<file path="src/rtl/ps2_host_tx_pkg.sv">
// Shared types and register map for the PS/2 host-to-device transmitter.
package ps2_host_tx_pkg;

  typedef enum logic [2:0] {
    IDLE,
    INHIBIT,
    REQUEST,
    SEND,
    ACK,
    WAIT_IDLE
  } ps2_tx_state_t;

  localparam int unsigned DATA_OFFSET    = 0;
  localparam int unsigned STATUS_OFFSET  = 4;

  localparam int unsigned STAT_BUSY      = 0;
  localparam int unsigned STAT_ACK_OK    = 1;
  localparam int unsigned STAT_ERROR     = 2;
  localparam int unsigned STAT_OVERRUN   = 3;
  localparam int unsigned STAT_RETRY_LSB = 4;

  localparam int unsigned RETRY_W        = 2;
  localparam int unsigned MAX_RETRIES    = 2;

  // Odd parity bit for a PS/2 frame.
  function automatic logic odd_parity(input logic [7:0] b);
    return ~^b;
  endfunction

endpackage

</file>
<file path="src/rtl/synchronizer.sv">
// Shared 2-flop synchronizer for asynchronous pad inputs; resets to RESET_VAL.
module synchronizer #(
  parameter logic RESET_VAL = 1'b1
) (
  input  logic clk,
  input  logic reset,
  input  logic d,
  output logic q
);

  logic meta;

  always_ff @(posedge clk or posedge reset) begin
    if (reset) begin
      meta <= RESET_VAL;
      q    <= RESET_VAL;
    end else begin
      meta <= d;
      q    <= meta;
    end
  end

endmodule

</file>
<file path="src/rtl/ps2_host_tx.sv">
// PS/2 host-to-device transmitter on the core IO bus (DATA/STATUS registers).
// Optional macro PS2_TX_RETRY_EN: reissue a failed frame up to two more times.
module ps2_host_tx
  import ps2_host_tx_pkg::*;
#(
  parameter logic [31:0] BASE_ADDRESS   = 32'h60,
  parameter int unsigned INHIBIT_CYCLES = 5000,
  parameter int unsigned TIMEOUT_CYCLES = 750000
) (
  input  logic        clk,
  input  logic        reset,
  input  logic        io_write_en,
  input  logic        io_read_en,
  input  logic [31:0] io_address,
  input  logic [31:0] io_write_data,
  output logic [31:0] io_read_data,
  input  logic        ps2_clk_i,
  input  logic        ps2_data_i,
  output logic        ps2_clk_oe,
  output logic        ps2_data_oe
);

  localparam int unsigned INH_W = $clog2(INHIBIT_CYCLES) + 1;
  localparam int unsigned TMO_W = $clog2(TIMEOUT_CYCLES) + 1;
  localparam int unsigned IDX_W = 4;

  localparam logic [INH_W-1:0] INH_LAST    = INH_W'(INHIBIT_CYCLES - 1);
  localparam logic [INH_W-1:0] INH_PRELAST = INH_W'(INHIBIT_CYCLES - 2);
  localparam logic [TMO_W-1:0] TMO_LAST    = TMO_W'(TIMEOUT_CYCLES - 1);
  localparam logic [31:0]      DATA_ADDR   = BASE_ADDRESS + 32'(DATA_OFFSET);
  localparam logic [31:0]      STATUS_ADDR = BASE_ADDRESS + 32'(STATUS_OFFSET);

  ps2_tx_state_t    state_q, state_d;
  logic [7:0]       byte_q, byte_d;
  logic             parity_q, parity_d;
  logic [IDX_W-1:0] idx_q, idx_d;
  logic [INH_W-1:0] inh_q, inh_d;
  logic [TMO_W-1:0] tmo_q, tmo_d;
  logic             ack_q, ack_d;
  logic             err_q, err_d;
  logic             ovr_q, ovr_d;
  logic             clk_oe_d, data_oe_d;
`ifdef PS2_TX_RETRY_EN
  logic [RETRY_W-1:0] retry_q, retry_d;
`endif

  logic clk_sync, data_sync, clk_prev;
  logic fall, write_hit, read_hit, active, timeout;
  logic [31:0] status;
  logic unused_write_bits;

  assign unused_write_bits = ^io_write_data[31:8];

  synchronizer #(.RESET_VAL(1'b1)) u_clk_sync (
    .clk   (clk),
    .reset (reset),
    .d     (ps2_clk_i),
    .q     (clk_sync)
  );

  synchronizer #(.RESET_VAL(1'b1)) u_data_sync (
    .clk   (clk),
    .reset (reset),
    .d     (ps2_data_i),
    .q     (data_sync)
  );

  always_ff @(posedge clk or posedge reset) begin
    if (reset) clk_prev <= 1'b1;
    else       clk_prev <= clk_sync;
  end

  assign fall      = clk_prev & ~clk_sync;
  assign write_hit = io_write_en && (io_address == DATA_ADDR);
  assign read_hit  = io_read_en && (io_address == STATUS_ADDR);
  assign active    = (state_q == REQUEST) || (state_q == SEND) ||
                     (state_q == ACK) || (state_q == WAIT_IDLE);
  assign timeout   = active && (tmo_q == TMO_LAST);

  // State register and all registered outputs.
  always_ff @(posedge clk or posedge reset) begin
    if (reset) begin
      state_q     <= IDLE;
      byte_q      <= '0;
      parity_q    <= 1'b0;
      idx_q       <= '0;
      inh_q       <= '0;
      tmo_q       <= '0;
      ack_q       <= 1'b0;
      err_q       <= 1'b0;
      ovr_q       <= 1'b0;
      ps2_clk_oe  <= 1'b0;
      ps2_data_oe <= 1'b0;
`ifdef PS2_TX_RETRY_EN
      retry_q     <= '0;
`endif
    end else begin
      state_q     <= state_d;
      byte_q      <= byte_d;
      parity_q    <= parity_d;
      idx_q       <= idx_d;
      inh_q       <= inh_d;
      tmo_q       <= tmo_d;
      ack_q       <= ack_d;
      err_q       <= err_d;
      ovr_q       <= ovr_d;
      ps2_clk_oe  <= clk_oe_d;
      ps2_data_oe <= data_oe_d;
`ifdef PS2_TX_RETRY_EN
      retry_q     <= retry_d;
`endif
    end
  end

  // Next-state, shifter and status logic; clk_oe defaults to released.
  always_comb begin
    state_d   = state_q;
    byte_d    = byte_q;
    parity_d  = parity_q;
    idx_d     = idx_q;
    inh_d     = inh_q;
    tmo_d     = tmo_q;
    ack_d     = ack_q;
    err_d     = err_q;
    clk_oe_d  = 1'b0;
    data_oe_d = ps2_data_oe;
`ifdef PS2_TX_RETRY_EN
    retry_d   = retry_q;
`endif

    // A dropped write wins over a clearing STATUS read.
    if (write_hit && (state_q != IDLE)) ovr_d = 1'b1;
    else if (read_hit)                  ovr_d = 1'b0;
    else                                ovr_d = ovr_q;

    if (active) tmo_d = tmo_q + TMO_W'(1);

    if (timeout) begin
      data_oe_d = 1'b0;
`ifdef PS2_TX_RETRY_EN
      if (retry_q < RETRY_W'(MAX_RETRIES)) begin
        retry_d  = retry_q + RETRY_W'(1);
        inh_d    = '0;
        clk_oe_d = 1'b1;
        state_d  = INHIBIT;
      end else begin
        err_d   = 1'b1;
        state_d = IDLE;
      end
`else
      err_d   = 1'b1;
      state_d = IDLE;
`endif
    end else begin
      case (state_q)
        IDLE: begin
          data_oe_d = 1'b0;
          if (write_hit) begin
            byte_d   = io_write_data[7:0];
            parity_d = odd_parity(io_write_data[7:0]);
            ack_d    = 1'b0;
            err_d    = 1'b0;
            inh_d    = '0;
            clk_oe_d = 1'b1;
            state_d  = INHIBIT;
`ifdef PS2_TX_RETRY_EN
            retry_d  = '0;
`endif
          end
        end
        INHIBIT: begin
          if (inh_q == INH_LAST) begin
            data_oe_d = 1'b1;
            idx_d     = '0;
            tmo_d     = '0;
            state_d   = REQUEST;
          end else begin
            inh_d     = inh_q + INH_W'(1);
            clk_oe_d  = 1'b1;
            data_oe_d = (inh_q == INH_PRELAST);
          end
        end
        REQUEST: begin
          if (fall) begin
            idx_d   = '0;
            state_d = SEND;
          end
        end
        SEND: begin
          if (fall) begin
            idx_d = idx_q + IDX_W'(1);
            if (idx_q < IDX_W'(8)) begin
              data_oe_d = ~byte_q[idx_q[2:0]];
            end else if (idx_q == IDX_W'(8)) begin
              data_oe_d = ~parity_q;
            end else begin
              data_oe_d = 1'b0;
              state_d   = ACK;
            end
          end
        end
        ACK: begin
          data_oe_d = 1'b0;
          if (fall) begin
            if (!data_sync) begin
              ack_d   = 1'b1;
              state_d = WAIT_IDLE;
            end else begin
`ifdef PS2_TX_RETRY_EN
              if (retry_q < RETRY_W'(MAX_RETRIES)) begin
                retry_d  = retry_q + RETRY_W'(1);
                inh_d    = '0;
                clk_oe_d = 1'b1;
                state_d  = INHIBIT;
              end else begin
                err_d   = 1'b1;
                state_d = WAIT_IDLE;
              end
`else
              err_d   = 1'b1;
              state_d = WAIT_IDLE;
`endif
            end
          end
        end
        WAIT_IDLE: begin
          data_oe_d = 1'b0;
          if (clk_sync && data_sync) state_d = IDLE;
        end
        default: begin
          data_oe_d = 1'b0;
          state_d   = IDLE;
        end
      endcase
    end
  end

  always_comb begin
    status               = '0;
    status[STAT_BUSY]    = (state_q != IDLE);
    status[STAT_ACK_OK]  = ack_q;
    status[STAT_ERROR]   = err_q;
    status[STAT_OVERRUN] = ovr_q;
`ifdef PS2_TX_RETRY_EN
    status[STAT_RETRY_LSB +: RETRY_W] = retry_q;
`endif
  end

  assign io_read_data = (io_address == STATUS_ADDR) ? status : '0;

endmodule

</file>
<file path="config.mk">
export PLATFORM = sky130hd
export DESIGN_NAME = ps2_host_tx
export DESIGN_NICKNAME = d
export VERILOG_FILES = /design/src/rtl/ps2_host_tx_pkg.sv /design/src/rtl/synchronizer.sv /design/src/rtl/ps2_host_tx.sv
export SDC_FILE = /design/constraint.sdc
export NUM_CORES = 1
export LEC_CHECK = 0
export ABC_AREA = 0
export CAP_MARGIN = 10
export CORE_MARGIN = 5
export CORE_UTILIZATION = 45
export CTS_CLUSTER_DIAMETER = 150
export DETAILED_ROUTE_END_ITERATION = 10
export PLACE_DENSITY = 0.88
export SLEW_MARGIN = 20
export SYNTH_ARGS = -nofsm -noshare
export SYNTH_HDL_FRONTEND = slang
export SYNTH_SLANG_ARGS = --single-unit
</file>
<file path="constraint.sdc">
create_clock -name clk -period 6 [get_ports clk]
set_input_delay 0.9 -clock clk [delete_from_list [all_inputs] [get_ports clk]]
set_output_delay 0.9 -clock clk [all_outputs]
set_load 0.05 [all_outputs]
</file>
==> impl_results.md, run 1 <==
- Largest net degree at the start of global routing: 62
- Slowest CP cell: clkdlybuf4s50_1
- #FFs+latches synth: 61
- Kind of critical path: in2out
- Post-route ant nets: 0
- Total power: 925 uW
- Std-Cell Core Area: 8090 sq um
- Antenna violations before repair: 0
- Most frequent cells in the layout: dfrtp_1 (56), clkdlybuf4s50_1 (51), nor2_1 (38), nand2_1 (30), conb_1 (28)
- Startpoint Class: input port
- Crit path time final: 3.99 ns
- Starting Density: 45.4%
- Setup crit end kind: output pin
- Die area: 10100 sq um
- VDD IR max: 112 uV
- Fraction of layout cells with a size suffix above 1: 10.3%
- Synthesized area: 3680 sq um
- Clk slew on worst S/H paths: 0.07 ns
- Power Dens Cells: 211 nW/um^2
- HPWL after DPL: 5970 um
- Hold_buf cts: 0
- Ratio of final minimum period to clock period: 66.5%
- Die height: 100 um
- Setup WS pre-CTS: 2.01 ns
- R2R depth: 6
- H-tree depth: 3
- Synth async-reset ratio: 100%
- DR vias: 3031
- PostCTS Resize Cnt: 0
- Inst Count DP: 524
- Final setup skew: 0.0109 ns
- Final #Nets: 507
- Drt drc: 0
- Sequential area share after synthesis: 41.7%
- Hold WC Path Type: reg2reg
- Clk sinks: 61
- DR iter-0 viols: 154
- Final GP Congestion: 0.830
- Slew @ Worst Pin: 0.991 ns
- Ys flop type: dfrtp_1
- N_diodes: 0
- Worst endpoint required time: 5.10 ns
- Routed WL per cell: 15.4 um
- Max Slew Vio Count: 0
- CTS tree: built
- Vias per std cell: 5.61
- Total wire length: 8310 um
- R2R Path End: inh_q[1]
- Router iterations before antenna repair: 5
- Core Rows: 33
- CTS Root Cell: clkbuf_8
- Most repeated library cell on the critical path: clkdlybuf4s50_1
- Min-delay src: u_clk_sync.meta
- Finished Layout Cells: 540
- Vias in the first global route: 2925
- Worst Setup Slack, final: 2.01 ns
- Relative slew slack: 33.8%
- Peak per-stage delay on the critical path: 0.80 ns
- Hold Path Depth: 0
- Final Hold Vio Count: 0
- Max-cap viol count: 0
- Skew-Pair Late Insertion Delay: 0.35 ns
- Io pins: 104
- Crit path DAT: 3.09 ns
- PortBufs: 51
- Worst hold endpoint: u_clk_sync.q
- Status: finished clean
- Final setup fails: 0
- Leakage: 1.85 nW
- Grt total ovfl: 0
- Worst path cell trace: clkdlybuf4s50_1 > nor4bb_1 > nand4_1 > nor2_1 > and3_1 > clkdlybuf4s50_1
- Setup Buffers After CTS: 0
- CTS Buffer Depth: 2
- Reg2Reg Launch Point: state_q[2]
- Gr usage total: 17.1%
- Largest fanout on the critical path: 6
- Netlist cell types: 56
- FF-to-FF setup slack: 2.81 ns
- Post-Syn Instances: 382
- Syn avg cell area: 9.63 sq um
- Commonest non-fill, non-tap cell in the layout: dfrtp_1
- P&R area growth vs syn: 19.3%
- Die W: 100 um
- First-pass GRT wire length: 13700 um
- Post-synth EDFFs: 0
- Fmax: 251 MHz
- Final setup TNS: 0 ns
- Yosys warning total: 0
- Unrepaired setup endpoints after global routing: false
- TritonCTS Buffers: 9
## synthesized netlist by cell type, types with 2 or more instances
cell type / instances / area share (%)
mux4_2: 2 / 1.2
and3_1: 6 / 1.0
dfstp_2: 5 / 3.6
xnor2_1: 23 / 5.5
mux2i_1: 5 / 1.4
a31oi_1: 6 / 1.0
xor2_1: 3 / 0.71
nor4_2: 3 / 1.0
nor3_1: 10 / 1.4
a32o_1: 2 / 0.54
nor2b_1: 2 / 0.34
mux2_4: 9 / 3.7
inv_1: 23 / 2.3
or4_4: 2 / 0.61
buf_2: 3 / 0.41
ha_1: 7 / 2.4
o211ai_1: 7 / 1.4
nand4_1: 12 / 2.0
dfrtp_1: 56 / 38
o21ai_0: 6 / 0.82
or3_1: 2 / 0.34
clkbuf_1: 8 / 0.82
or4_1: 6 / 1.2
nand3_1: 18 / 2.4
o2bb2ai_1: 2 / 0.48
nor2_1: 38 / 3.9
buf_4: 30 / 6.1
o221ai_1: 3 / 0.71
a41oi_1: 7 / 1.7
a21oi_1: 4 / 0.54
nand2_1: 30 / 3.1
and4_1: 2 / 0.48
nor4_1: 11 / 1.9
and2_1: 3 / 0.51
nand2b_1: 3 / 0.51
or4b_1: 2 / 0.54
or2_2: 2 / 0.34
## routing by layer
metal,track usage (%),vias to the layer above,part of all wire [%]
li1,-,1416,-
met1,21.1,1453,40
met2,27.2,143,48
met3,5.77,19,9.5
met4,7.25,0,2.1
met5,0,-,0
## power by group
| part | switching [mW] | internal [mW] |
|---|---|---|
| combinational | 0.0602 | 0.0352 |
| sequential | 0.00275 | 0.416 |
| clock | 0.176 | 0.235 |
## worst max-delay path: cells and delay by family
kind / cells / cell delay (ns)
buf+inv: 2 / 1.24
simple gates: 4 / 0.95
## registers in the layout, summed over array words and instances, names as in the netlist
register / flops
tmo_q: 21
inh_q: 14
byte_q: 8
idx_q: 4
state_q: 3
ack_q: 1
clk_prev: 1
err_q: 1
ovr_q: 1
parity_q: 1
ps2_clk_oe: 1
ps2_data_oe: 1
u_clk_sync.meta: 1
u_clk_sync.q: 1
u_data_sync.meta: 1
u_data_sync.q: 1
## layout make-up
cell class / count / area (sq um)
well taps: 105 / 131
fillers: 703 / 3710
clock inverters: 7 / 98.8
multi-input cells: 283 / 1900
repair buffers: 52 / 518
clock buffers: 9 / 124
flip-flops and latches: 61 / 1530
inverters: 23 / 86.3
## through the flow
stage	instance area [sq um]	util [%]	hold WS [ns]
finish	4390	54.2	0.366
global route	4390	54.2	0.381
CTS	4380	54.1	0.369
detailed placement	4160	51.4	0.362
global placement	4150	51.3	0.360
floorplan	3780	-	0.345
## kinds of logic (layout without fill, tap and decap cells)
logic type | count (synthesis) | count (layout) | synth area share, %
buffers and inverters | 65 | 91 | 10.0
XOR/XNOR | 26 | 26 | 6.19
AND/OR/NAND/NOR | 156 | 156 | 23.0
AO/OA/AOI/OAI | 49 | 49 | 10.1
other | 1 | 28 | 0.102
flip-flops | 61 | 61 | 41.7
multiplexers | 17 | 17 | 6.57
adder cells (fa/ha/maj) | 7 | 7 | 2.38
## worst max path at each step
stage,start,endpoint,depth (start not counted)
after floorplan,io_address[4],io_read_data[0],4
after global placement,io_address[22],io_read_data[1],6
after detailed placement,io_address[0],io_read_data[0],6
after CTS,io_address[0],io_read_data[0],6
after global routing,io_address[18],io_read_data[2],6
final,io_address[6],io_read_data[0],6
Power figures use the tool's default switching activity.
==> inputs of run 2 (changes only) <==
CORE_UTILIZATION = 44   (was 45)
PLACE_DENSITY = 0.9   (was 0.88)
clock period = 3.65 ns   (was 6 ns; I/O delays follow)
==> run 2 against run 1 <==
Sequential share of layout area decreased by 0.099 points; clock power up 65%; cell count grew 0.56%; flip-flop and latch count unchanged; first-iteration DRC count up 19%; core utilization decreased by 0.39 points; setup slack got worse by 1.7 ns; routed wire length up 2.0%; worst hold slack got worse by 0.0089 ns.
==> impl_results.md, run 2 (same netlist as run 1, synthesis figures left out) <==
- Status: finished clean
- Post-route ant nets: 0
- Max Slew Vio Count: 0
- Crit path time final: 3.34 ns
- Core Rows: 33
- Std-Cell Core Area: 8180 sq um
- GRT Max-Usage Layer: met2
- HPWL after DPL: 5970 um
- Final setup fails: 0
- Reg with most FFs: tmo_q
- Largest fanout on the critical path: 6
- Die height: 101 um
- Grt total ovfl: 0
- Setup crit end kind: output pin
- Gr usage total: 16.8%
- Skew-Pair Late Insertion Delay: 0.35 ns
- Clk slew on worst S/H paths: 0.07 ns
- Filler Cell Count: 668
- PostCTS Resize Cnt: 0
- Startpoint Class: input port
- TritonCTS Buffers: 9
- Hold_buf cts: 0
- Io pins: 104
- FF-to-FF setup slack: 0.55 ns
- Die W: 101 um
- PortBufs: 51
- Starting Density: 45.0%
- Hold WC Path Type: reg2reg
- Die area: 10300 sq um
- Vias in the first global route: 3056
- Design area: 4400 sq um
- Most frequent cells in the layout: dfrtp_1 (56), clkdlybuf4s50_1 (51), nor2_1 (38), nand2_1 (30), conb_1 (28)
- Unrepaired setup endpoints after global routing: false
- Worst endpoint required time: 3.10 ns
- Routed WL per cell: 15.6 um
- CTS Buffer Depth: 2
- Antenna violations before repair: 0
- N_diodes: 0
- Met1 usage: 19.8%
- Sequential Area: 1530 sq um
- Global Route met3 Usage: 3.86%
- CTS tree: built
- Relative slew slack: 37.0%
- Final setup skew: 0.0152 ns
- Fmax: 299 MHz
- Vias per std cell: 5.63
- Largest net degree at the start of global routing: 51
- DR iter-0 viols: 184
- Area of the multi-input gates: 1880 sq um
- DR vias: 3055
- Clk sinks: 61
- Crit path DAT: 2.80 ns
- First-pass GRT wire length: 13900 um
- Final setup TNS: 0 ns
- Max reg flops: 21
- Fraction of layout cells with a size suffix above 1: 10.7%
- Final Hold Vio Count: 0
- Final GP Congestion: 0.862
- Final #Nets: 510
- Power Dens Cells: 346 nW/um^2
- Max-cap viol count: 0
- Router iterations before antenna repair: 5
- Total wire length: 8480 um
- P&R area growth vs syn: 19.6%
- Drt drc: 0
- Leakage: 1.86 nW
- Setup Buffers After CTS: 0
- Ratio of final minimum period to clock period: 91.6%
- CTS Root Cell: clkbuf_8
- Slew @ Worst Pin: 0.936 ns
- Grt met2 use: 28.9%
- Placed Area: 4180 sq um
- H-tree depth: 3
- Commonest non-fill, non-tap cell in the layout: dfrtp_1
- Kind of critical path: in2out
- VDD IR max: 166 uV
- Regs by FF count: tmo_q (21), inh_q (14), byte_q (8)
run 2: cell count changes in the layout (fill, tap and decap cells not counted):
cell and change:
buf_4 +3, clkinv_2 +2, clkinv_4 +2, clkinvlp_4 -3, inv_2 -1, nor3_1 +1
nor3_4 -1
run 2: report_power, final:
part | switching, mW | internal (mW) | total [mW]
clock | 0.290 | 0.387 | 0.677
combinational | 0.0981 | 0.0580 | 0.156
sequential | 0.00413 | 0.684 | 0.688
run 2: per-layer routing:
metal,vias up,part of all wire (%),routed length [um]
met2,176,48,4060
li1,1416,-,-
met5,-,0,0
met3,25,10,860
met1,1438,39,3340
met4,0,2.6,219
run 2: worst paths after layout:
path / start / end / cells after the start
worst max-delay path: io_address[11] / io_read_data[0] / 6
worst min-delay path: u_data_sync.meta / u_data_sync.q / 0
worst max register to register: state_q[2] / inh_q[1] / 7
worst min register to register: u_data_sync.meta / u_data_sync.q / 0
max in group asynchronous: reset / tmo_q[14] / 3
min in group asynchronous: reset / byte_q[4] / 2
run 2: cell type report:
class | count | area share [%]
clock inverter | 7 | 2.25
clock buffer | 9 | 2.82
multi-input combinational | 283 | 42.8
tap | 105 | 2.99
inverter | 23 | 1.99
timing repair buffer | 55 | 12.3
sequential | 61 | 34.8
run 2: worst max-delay path: stages:
cell             delay (ns)
clkdlybuf4s50_1        0.43
nor4_2                 0.30
nand4_1                0.19
nor2_1                 0.31
and3_1                 0.21
clkdlybuf4s50_1        0.80
run 2: per-stage QoR:
step,setup WS (ns),utilization (%),total power [mW],cells,hold WS (ns)
global placement,0.380,51.0,0.854,527,0.346
CTS,0.287,53.8,1.53,543,0.358
global route,0.108,53.8,1.57,543,0.360
detailed placement,0.285,51.1,0.858,527,0.348
finish,0.307,53.8,1.52,543,0.357
floorplan,1.01,-,0.819,409,0.345
==> inputs of run 3 (changes only) <==
HOLD_SLACK_MARGIN = 0.06   (was default)
==> results of run 3 <==
The final DEF is identical to that of run 2; final timing and power are the same.
==> patch: new RTL, flow settings as in run 2 <==
Compare `idx_q` against `IDX_W'(8)` with >= in place of ==.
--- a/src/rtl/ps2_host_tx.sv
+++ b/src/rtl/ps2_host_tx.sv
@@ -193,3 +193,3 @@
               data_oe_d = ~byte_q[idx_q[2:0]];
-            end else if (idx_q == IDX_W'(8)) begin
+            end else if (idx_q >= IDX_W'(8)) begin
               data_oe_d = ~parity_q;
Check against the original RTL: same outputs for any inputs over 10 cycles, from zero or initial values and one cycle with reset high; that may be too few to reach the edited logic, so the function may still have changed.
==> patch against run 2 <==
Non-clock buffer count fell by 1. Synthesized area fell by 4.3%. Wire length fell by 9.6%. Combinational power fell by 4%. Design area fell by 3.3%. Worst setup slack improved by 0.25 ns. Sequential cell count did not move. Global-route usage fell by 0.62 points. Total power fell by 0.64%. Die area fell by 3.9%. Critical endpoint is now byte_q[4].
==> patch: results <==
metrics = {
    "status": {
        "status": "finished clean",
    },
    "setup_path": {
        "cp_max_fo": 10,
        "start_kind": "flop",
    },
    "routing": {
        "drt-initial-drc-count": 160,
        "firstDrtPassIters": 4,
        "routedWlPerCell_um": 14.5,
        "route.detailed.vias_per_inst": 5.32,
    },
    "place": {
        "dp.cells": 512,
        "dp_slack_ns": 0.583,
        "place_area_sq_mm": 0.00403,
        "gp_congestion": 0.871,
        "dp_hpwl_um": 5840,
    },
    "global_route": {
        "grt_pass1_wl_um": 12900,
        "track_usage_pct": 16.1,
    },
    "synth": {
        "synth.top_cells.by_count": "dfrtp_1 (56), nor2_1 (49), buf_4 (30)",
        "ys_seq_area_share_pct": 43.6,
        "synth_adder_area_share_pct": 2.13,
        "syn-instance-count": 366,
        "synth_area_leaders": "dfrtp_1 (40%), buf_4 (6.4%), nor2_1 (5.2%), dfstp_2 (3.7%), xnor2_1 (3.7%)",
        "synth_xor_area_share_pct": 6.97,
        "synth_cell_types": 55,
    },
    "layout": {
        "stdcell_count": 528,
        "drive_above_1_share_pct": 12.0,
        "final_nets": 497,
    },
    "sta": {
        "worst_slack_ns": 0.557,
    },
}
[patch: cell types whose count changed after synthesis, sizes merged, moves of 5 or more]
cell and change:
nor2 +11, o21ai +15, inv -14, xnor2 -8, nor4 -5, xor2 +10
[patch: final cells by class]
cell class	count	area, sq um
repair buffers	54	523
clock buffers	12	155
clock inverters	4	70.1
fillers	654	3510
flip-flops and latches	61	1530
inverters	9	33.8
multi-input cells	286	1810
well taps	102	128
[patch: worst max path at each step]
stage / to / cells past startpoint
6_report: byte_q[4] / 7
5_1_grt: inh_q[2] / 8
4_1_cts: byte_q[4] / 7
3_5_place_dp: byte_q[1] / 7
3_3_place_gp: byte_q[2] / 7
2_1_floorplan: byte_q[0] / 10
[patch: per-layer routing]
metal,vias to the layer above,track usage [%],share of wire (%)
met5,-,0,0
met4,0,7.46,2.1
met3,16,2.95,4.0
met2,68,29.8,54
met1,1368,17.8,40
li1,1359,-,-
[patch: per-stage QoR]
step	utilization, %	total power, mW	hold slack, ns
2_1_floorplan	-	0.807	0.345
3_3_place_gp	51.8	0.841	0.347
3_5_place_dp	51.9	0.844	0.352
4_1_cts	54.8	1.53	0.362
5_1_grt	54.8	1.56	0.366
6_report	54.8	1.51	0.360
[patch: worst max-delay path: stages (launching register included)]
cell,delay (ns)
dfrtp_1,0.49
inv_1,0.19
ha_1,0.43
and4_1,0.34
nand2_1,0.11
or4_1,0.74
nand2_2,0.30
mux2_2,0.38
[patch: report_power, final]
group          total [mW]  internal, mW  switching [mW]
combinational       0.149        0.0542          0.0950
sequential          0.683         0.681         0.00147
clock               0.680         0.420           0.260
[patch: kinds of logic after synthesis]
logic type,after synthesis
xor gates and xnor gates,28
adders and majority gates,6
DFF,61
AOI/OAI and AO/OA,49
buffers and inverters,46
and+or+nand+nor,164
other,1
muxes,11
